--- src/rtl/multi_border_collision_pkg.sv ---
// Shared types and arithmetic helpers for the multi-ball border collision unit.
// BORDER_DAMPING_EN adds the damp() helper used to scale reflected velocities by 7/8.
package border_collision_pkg;

    localparam int DEF_W         = 11;
    localparam int DEF_BALL_SIZE = 32;

    typedef enum logic [1:0] {
        ARMED    = 2'd0,
        HIT      = 2'd1,
        COOLDOWN = 2'd2
    } coll_state_t;

    // The most negative value has no positive twin, so it maps to the largest positive value.
    function automatic logic signed [DEF_W-1:0] sat_neg(input logic signed [DEF_W-1:0] v);
        logic signed [DEF_W-1:0] r;
        if (v == {1'b1, {(DEF_W-1){1'b0}}})
            r = {1'b0, {(DEF_W-1){1'b1}}};
        else
            r = -v;
        return r;
    endfunction

`ifdef BORDER_DAMPING_EN
    function automatic logic signed [DEF_W-1:0] damp(input logic signed [DEF_W-1:0] n);
        logic signed [DEF_W-1:0] r;
        r = n - (n >>> 3);
        // Small magnitudes would otherwise damp to a standstill against the wall.
        if (n != '0 && r == '0)
            r = n[DEF_W-1] ? '1 : DEF_W'(1);
        return r;
    endfunction
`endif

endpackage

--- src/rtl/multi_border_collision_channel.sv ---
// One ball's collision channel: ARMED/HIT/COOLDOWN FSM, frame cooldown counter,
// wall classification and velocity reflection (damped when BORDER_DAMPING_EN is defined).
module border_collision_channel
    import border_collision_pkg::*;
#(
    parameter int W               = DEF_W,
    parameter int BALL_SIZE       = DEF_BALL_SIZE,
    parameter int TOP_OFFSET      = 40,
    parameter int DOWN_OFFSET     = 440,
    parameter int LEFT_OFFSET     = 40,
    parameter int RIGHT_OFFSET    = 600,
    parameter int COOLDOWN_FRAMES = 2
) (
    input  logic                clk,
    input  logic                reset,
    input  logic                i_start_of_frame,
    input  logic                i_overlap,
    input  logic signed [W-1:0] i_pos_x,
    input  logic signed [W-1:0] i_pos_y,
    input  logic signed [W-1:0] i_vel_x,
    input  logic signed [W-1:0] i_vel_y,
    output logic signed [W-1:0] o_vel_x,
    output logic signed [W-1:0] o_vel_y,
    output logic                o_collision,
    output logic                o_hit_next,
    output logic [1:0]          o_state
);

    localparam int CNT_W = (COOLDOWN_FRAMES > 0) ? $clog2(COOLDOWN_FRAMES + 1) : 1;

    localparam logic signed [W:0] L_EDGE = (W+1)'(LEFT_OFFSET);
    localparam logic signed [W:0] R_EDGE = (W+1)'(RIGHT_OFFSET);
    localparam logic signed [W:0] T_EDGE = (W+1)'(TOP_OFFSET);
    localparam logic signed [W:0] B_EDGE = (W+1)'(DOWN_OFFSET);
    localparam logic signed [W:0] SIZE   = (W+1)'(BALL_SIZE);

    coll_state_t         r_state;
    coll_state_t         w_state_next;
    logic [CNT_W-1:0]    r_cnt;
    logic signed [W-1:0] r_pos_x, r_pos_y, r_vel_x, r_vel_y;
    logic signed [W-1:0] r_vel_x_out, r_vel_y_out;
    logic                r_collision;

    logic                w_hit_next;
    logic signed [W:0]   w_px, w_py, w_px_far, w_py_far;
    logic                w_hit_l, w_hit_r, w_hit_t, w_hit_b;
    logic                w_flip_x, w_flip_y;
    logic signed [W-1:0] w_refl_x, w_refl_y;
    logic signed [W-1:0] w_vel_x_next, w_vel_y_next;

    always_ff @(posedge clk) begin
        if (reset)
            r_state <= ARMED;
        else
            r_state <= w_state_next;
    end

    always_comb begin
        w_state_next = r_state;
        unique case (r_state)
            ARMED:    if (i_overlap) w_state_next = HIT;
            HIT:      w_state_next = COOLDOWN;
            COOLDOWN: if (r_cnt == '0 && !i_overlap) w_state_next = ARMED;
            default:  w_state_next = ARMED;
        endcase
    end

    // Classification works on the detect-cycle snapshot, widened by one bit so pos + size cannot wrap.
    always_comb begin
        w_hit_next = (r_state == HIT);
        w_px       = {r_pos_x[W-1], r_pos_x};
        w_py       = {r_pos_y[W-1], r_pos_y};
        w_px_far   = w_px + SIZE;
        w_py_far   = w_py + SIZE;
        w_hit_l    = (w_px <= L_EDGE);
        w_hit_r    = (w_px_far >= R_EDGE);
        w_hit_t    = (w_py <= T_EDGE);
        w_hit_b    = (w_py_far >= B_EDGE);
        w_flip_x   = (w_hit_l && r_vel_x[W-1]) || (w_hit_r && !r_vel_x[W-1] && r_vel_x != '0);
        w_flip_y   = (w_hit_t && r_vel_y[W-1]) || (w_hit_b && !r_vel_y[W-1] && r_vel_y != '0);
`ifdef BORDER_DAMPING_EN
        w_refl_x   = damp(sat_neg(r_vel_x));
        w_refl_y   = damp(sat_neg(r_vel_y));
`else
        w_refl_x   = sat_neg(r_vel_x);
        w_refl_y   = sat_neg(r_vel_y);
`endif
        if (w_hit_next) begin
            w_vel_x_next = w_flip_x ? w_refl_x : r_vel_x;
            w_vel_y_next = w_flip_y ? w_refl_y : r_vel_y;
        end else begin
            w_vel_x_next = i_vel_x;
            w_vel_y_next = i_vel_y;
        end
    end

    always_ff @(posedge clk) begin
        if (reset) begin
            r_cnt       <= '0;
            r_pos_x     <= '0;
            r_pos_y     <= '0;
            r_vel_x     <= '0;
            r_vel_y     <= '0;
            r_vel_x_out <= '0;
            r_vel_y_out <= '0;
            r_collision <= 1'b0;
        end else begin
            if (r_state == ARMED && i_overlap) begin
                r_pos_x <= i_pos_x;
                r_pos_y <= i_pos_y;
                r_vel_x <= i_vel_x;
                r_vel_y <= i_vel_y;
            end
            // Loaded on the HIT edge, so a coincident frame pulse cannot shorten the cooldown.
            if (r_state == HIT)
                r_cnt <= CNT_W'(COOLDOWN_FRAMES);
            else if (r_state == COOLDOWN && i_start_of_frame && r_cnt != '0)
                r_cnt <= r_cnt - 1'b1;
            r_vel_x_out <= w_vel_x_next;
            r_vel_y_out <= w_vel_y_next;
            r_collision <= w_hit_next;
        end
    end

    assign o_vel_x     = r_vel_x_out;
    assign o_vel_y     = r_vel_y_out;
    assign o_collision = r_collision;
    assign o_hit_next  = w_hit_next;
    assign o_state     = r_state;

endmodule

--- src/rtl/multi_border_collision.sv ---
// Table-border collision unit for NUM_BALLS independent balls; each ball has its own channel.
// Define BORDER_DAMPING_EN to scale every reflected velocity component by 7/8.
module multi_border_collision
    import border_collision_pkg::*;
#(
    parameter int NUM_BALLS       = 16,
    parameter int W               = DEF_W,
    parameter int BALL_SIZE       = DEF_BALL_SIZE,
    parameter int TOP_OFFSET      = 40,
    parameter int DOWN_OFFSET     = 440,
    parameter int LEFT_OFFSET     = 40,
    parameter int RIGHT_OFFSET    = 600,
    parameter int COOLDOWN_FRAMES = 2
) (
    input  logic                   clk,
    input  logic                   reset,
    input  logic                   startOfFrame,
    input  logic [NUM_BALLS-1:0]   ballDR,
    input  logic                   bordersDR,
    input  logic [NUM_BALLS*W-1:0] ballTopLeftPosX,
    input  logic [NUM_BALLS*W-1:0] ballTopLeftPosY,
    input  logic [NUM_BALLS*W-1:0] ballVelX,
    input  logic [NUM_BALLS*W-1:0] ballVelY,
    output logic [NUM_BALLS*W-1:0] ballVelXOut,
    output logic [NUM_BALLS*W-1:0] ballVelYOut,
    output logic [NUM_BALLS-1:0]   collisionOccurred,
    output logic                   anyCollision,
    output logic [2*NUM_BALLS-1:0] dbgChannelState
);

    logic [NUM_BALLS-1:0] w_overlap;
    logic [NUM_BALLS-1:0] w_hit_next;
    logic                 r_any_collision;

    assign w_overlap = ballDR & {NUM_BALLS{bordersDR}};

    for (genvar g = 0; g < NUM_BALLS; g++) begin : g_chan
        border_collision_channel #(
            .W               (W),
            .BALL_SIZE       (BALL_SIZE),
            .TOP_OFFSET      (TOP_OFFSET),
            .DOWN_OFFSET     (DOWN_OFFSET),
            .LEFT_OFFSET     (LEFT_OFFSET),
            .RIGHT_OFFSET    (RIGHT_OFFSET),
            .COOLDOWN_FRAMES (COOLDOWN_FRAMES)
        ) u_chan (
            .clk              (clk),
            .reset            (reset),
            .i_start_of_frame (startOfFrame),
            .i_overlap        (w_overlap[g]),
            .i_pos_x          (ballTopLeftPosX[g*W +: W]),
            .i_pos_y          (ballTopLeftPosY[g*W +: W]),
            .i_vel_x          (ballVelX[g*W +: W]),
            .i_vel_y          (ballVelY[g*W +: W]),
            .o_vel_x          (ballVelXOut[g*W +: W]),
            .o_vel_y          (ballVelYOut[g*W +: W]),
            .o_collision      (collisionOccurred[g]),
            .o_hit_next       (w_hit_next[g]),
            .o_state          (dbgChannelState[2*g +: 2])
        );
    end

    // Registered from the same term as the per-ball pulses so both land in the same cycle.
    always_ff @(posedge clk) begin
        if (reset)
            r_any_collision <= 1'b0;
        else
            r_any_collision <= |w_hit_next;
    end

    assign anyCollision = r_any_collision;

endmodule

--- config.mk ---
export PLATFORM = sky130hd
export DESIGN_NAME = multi_border_collision
export DESIGN_NICKNAME = d
export VERILOG_FILES = /design/src/rtl/multi_border_collision_pkg.sv /design/src/rtl/multi_border_collision_channel.sv /design/src/rtl/multi_border_collision.sv
export SDC_FILE = /design/constraint.sdc
export NUM_CORES = 2
export LEC_CHECK = 0
export BUFFER_PORTS_ARGS = -buffer_cell sky130_fd_sc_hd__buf_2
export CORE_AREA = 2 2 437 439
export DETAILED_ROUTE_END_ITERATION = 12
export DIE_AREA = 0 0 439 441
export PLACE_DENSITY = 0.55
export SLEW_MARGIN = 5
export SYNTH_ARGS = -nofsm -noshare
export SYNTH_HDL_FRONTEND = slang
export SYNTH_SLANG_ARGS = --single-unit
--- constraint.sdc ---
create_clock -name clk -period 2.75 [get_ports clk]
set_clock_uncertainty 0.1 [all_clocks]
set_input_delay 0.275 -clock clk [delete_from_list [all_inputs] [get_ports clk]]
set_output_delay 0.275 -clock clk [all_outputs]
set_load 0.02 [all_outputs]
==> results.md <==
- Final Net Count: 9601
- Post-Synth XOR/XNOR Area: 0.02710
- Crit path time final: 2760 ps
- Total grt overflow: 0
- Ys async rst share: 0
- Outcome: complete, but fails checks
- Critical Path AT: 3330 ps
- Die width: 439 um
- Clock Pin Slew Worst Setup and Hold Paths: 60 ps
- Post-detail-place hpwl: 161800 um
- First-pass GRT wire length: 328200 um
- CP top delay family: simple AND/OR/NAND/NOR gates
- Starting Density: 0.2750
- Synth Flop Type: dfxtp_1
- Synth Area in Compound Gates: 0.2141
- Syn avg cell area: 7.663 um^2
- Number of cell rows: 160
- Fin crit share: 1.004
- RSZ-0062 raised after global routing: true
- Final ANT Viol Nets: 0
- Crit-path max FO: 7
- Max capacitance violation total: 0
- Post-synthesis mux area share: 0.002140
- #FFs+latches synth: 1137
- Worst-path cell chain: inv_2 > ha_4 > or3b_4 > or3_4 > or3_4 > o31ai_4 > buf_6 > o22ai_4 > buf_6 > o211ai_1 > o311ai_1
- Worst-margin pin slew: 1209 ps
- Pleak: 30.14 nW
- Ports: 1125
- Hold Crit Class: input port to flop
- Root Buffer: clkbuf_16
- DP Cell Count: 10.28k
- CP Buf/Inv Count: 3
- Count of different cell masters after synthesis: 93
- Crit path kind: flop to flop
- Routed length per placed instance: 19.49 um
- Num CTS Buffers: 139
- Initial DRC count: 3553
- Number of global-route vias before repair: 55.23k
- Synth Area in Simple Gates: 0.2471
- Pre-Repair DR Iteration Count: 8
- Core area: 189200 um^2
- CP peak stage delay: 370 ps
- DRC: 0
- CP Data Required Time: 3320 ps
- Hold Fails Final Rpt: 0
- Gpl congestion: 0.9273
- CP max-delay cell: or3b_4
- Max Fclk: 362.3 MHz
- Clock sink total: 1137
- Initial antenna violation count: 56
- Layout area overhead: 44.84%
- Port buffer count: 1124
- Setup violations, final: 4
- Post-synthesis net count: 7629
- PD cells: 598.8 nW/um^2
- Clk buf depth: 3
- GRT Total Usage: 0.2179
- Vias: 56.97k
- Cells after synthesis: 6789
- Largest family of logic cells by synthesized area: simple AND/OR/NAND/NOR gates
- Max-slew violations: 0
- Failing checks: negative setup slack
- Vias per std cell: 4.984
- CP startpoint kind: flop
- Layout cells sized above 1: 0.2053
- Synthesized area: 52020 um^2
- CP endpoint kind: flop
- Clk Latency, worst-skew pair: 810 ps
- Largest net degree at the start of global routing: 117
- CTS tree: done
- Sequential element share of the synthesized area: 0.4375
- Die H: 441 um
- Slew headroom: 0.1909
- Setup WS post-layout: -10.25 ps
- WL final: 222700 um
- Max H-tree Level: 4
- Die footprint: 193600 um^2
- Adder-cell area share of the yosys netlist: 0.02790
- Synth warn: 0
- Non-Filler Instances: 11.43k
- EDFF count, synth: 0
- Worst VDD drop: 523.1 uV
- Overall Power: 45.12 mW
worst min-delay path, delay by kind of cell:
kind	cells	cell delay, ps
simple gates	3	340
buf+inv	2	280
cell usage in the layout (no fill, tap or decap), types with 42 or more instances in the layout:
master,count
buf_4,237
dfxtp_1,1127
diode_2,49
nor4_1,42
nor3_1,132
clkbuf_16,140
nand2_1,1779
o211ai_1,42
or3_1,76
a31oi_1,81
xnor2_1,87
o21ai_0,186
xor2_1,74
nand3b_1,49
buf_2,1123
ha_1,110
a211oi_1,164
a21oi_1,913
inv_1,197
nand3_1,75
nand2b_1,99
nor2_1,447
dlygate4sd3_1,820
layer usage:
metal	vias up	GRT usage	routed length, um
met2	2000	0.3749	107500
li1	27500	-	-
met4	18	0.1536	17120
met1	26850	0.2401	84800
met3	605	0.04382	13180
met5	-	0	115
synthesized netlist by cell type, drive strengths merged (84+ instances only):
master / count / area share
a21oi: 921 / 0.089
nand2b: 101 / 0.012
o21ai: 204 / 0.020
ha: 116 / 0.028
a211oi: 176 / 0.025
xnor2: 87 / 0.015
nand2: 1780 / 0.13
dfxtp: 1137 / 0.44
nor2: 451 / 0.033
clkbuf: 350 / 0.025
inv: 202 / 0.015
nor3: 154 / 0.015
a31oi: 84 / 0.010
repair_timing:
action,in CTS,in global routing
pin swaps,3,39
endpoints found under the setup margin,42,181
gates resized for setup,22,124
hold buffers,822,0
setup buffers,3,23
cloned,0,8
endpoints found under the hold margin,1086,0
final cells by class:
cell class / count / area [um^2]
sequential: 1137 / 22770
antenna: 49 / 122.6
clock buffer: 194 / 4006
tap: 2511 / 3142
multi-input combinational: 5071 / 27710
timing repair buffer: 2208 / 16100
fill: 19200 / 113800
clock inverter: 56 / 729.5
inverter: 204 / 765.7
stage by stage:
stage / utilization / area (um^2) / setup slack [ps] / setup TNS (ps) / hold slack [ps]
floorplan: - / 52020 / 51.08 / 0 / 274.0
global placement: 0.3246 / 61410 / -171.0 / -2677 / 343.3
detailed placement: 0.3246 / 61410 / -223.7 / -3696 / 345.7
CTS: 0.3938 / 74500 / -11.07 / -11.07 / 0.2144
global route: 0.3982 / 75330 / -78.25 / -1004 / 59.67
finish: 0.3983 / 75350 / -10.25 / -25.07 / 79.19
logic make-up (layout without fill, tap and decap cells):
group / count (synthesis) / count (layout)
flip-flops: 1137 / 1137
XOR/XNOR: 161 / 161
AND/OR/NAND/NOR: 2954 / 2954
buffers and inverters: 588 / 2662
multiplexers: 11 / 11
AO/OA/AOI/OAI: 1822 / 1829
adder cells (fa/ha/maj): 116 / 116
other: 0 / 49
final timing paths:
path                                                    from                      endpoint  slack [ps]  cells after the start
worst max-delay path            g_chan[12].u_chan.r_vel_x[1]  g_chan[12].u_chan.o_vel_x[1]         -10                     11
worst min-delay path                               bordersDR   g_chan[5].u_chan.o_state[0]          80                      5
worst max register to register  g_chan[12].u_chan.r_vel_x[1]  g_chan[12].u_chan.o_vel_x[1]         -10                     11
worst min register to register   g_chan[8].u_chan.r_pos_y[0]   g_chan[8].u_chan.r_pos_y[0]         350                      2
where the power goes:
part / switching [mW] / internal [mW] / leakage, nW
logic: 4.37 / 3.31 / 18.5
registers: 0.824 / 17.4 / 9.34
clock network: 7.85 / 11.4 / 2.33
state kept, by name (all words and copies together), names as in the netlist:
name / count
anyCollision: 1
g_chan.u_chan.o_vel_y: 176
g_chan.u_chan.o_vel_x: 176
g_chan.u_chan.r_cnt: 32
g_chan.u_chan.o_collision: 16
g_chan.u_chan.r_pos_x: 176
g_chan.u_chan.r_vel_y: 176
g_chan.u_chan.r_pos_y: 176
g_chan.u_chan.o_state: 32
g_chan.u_chan.r_vel_x: 176
Power figures use the tool's default switching activity.
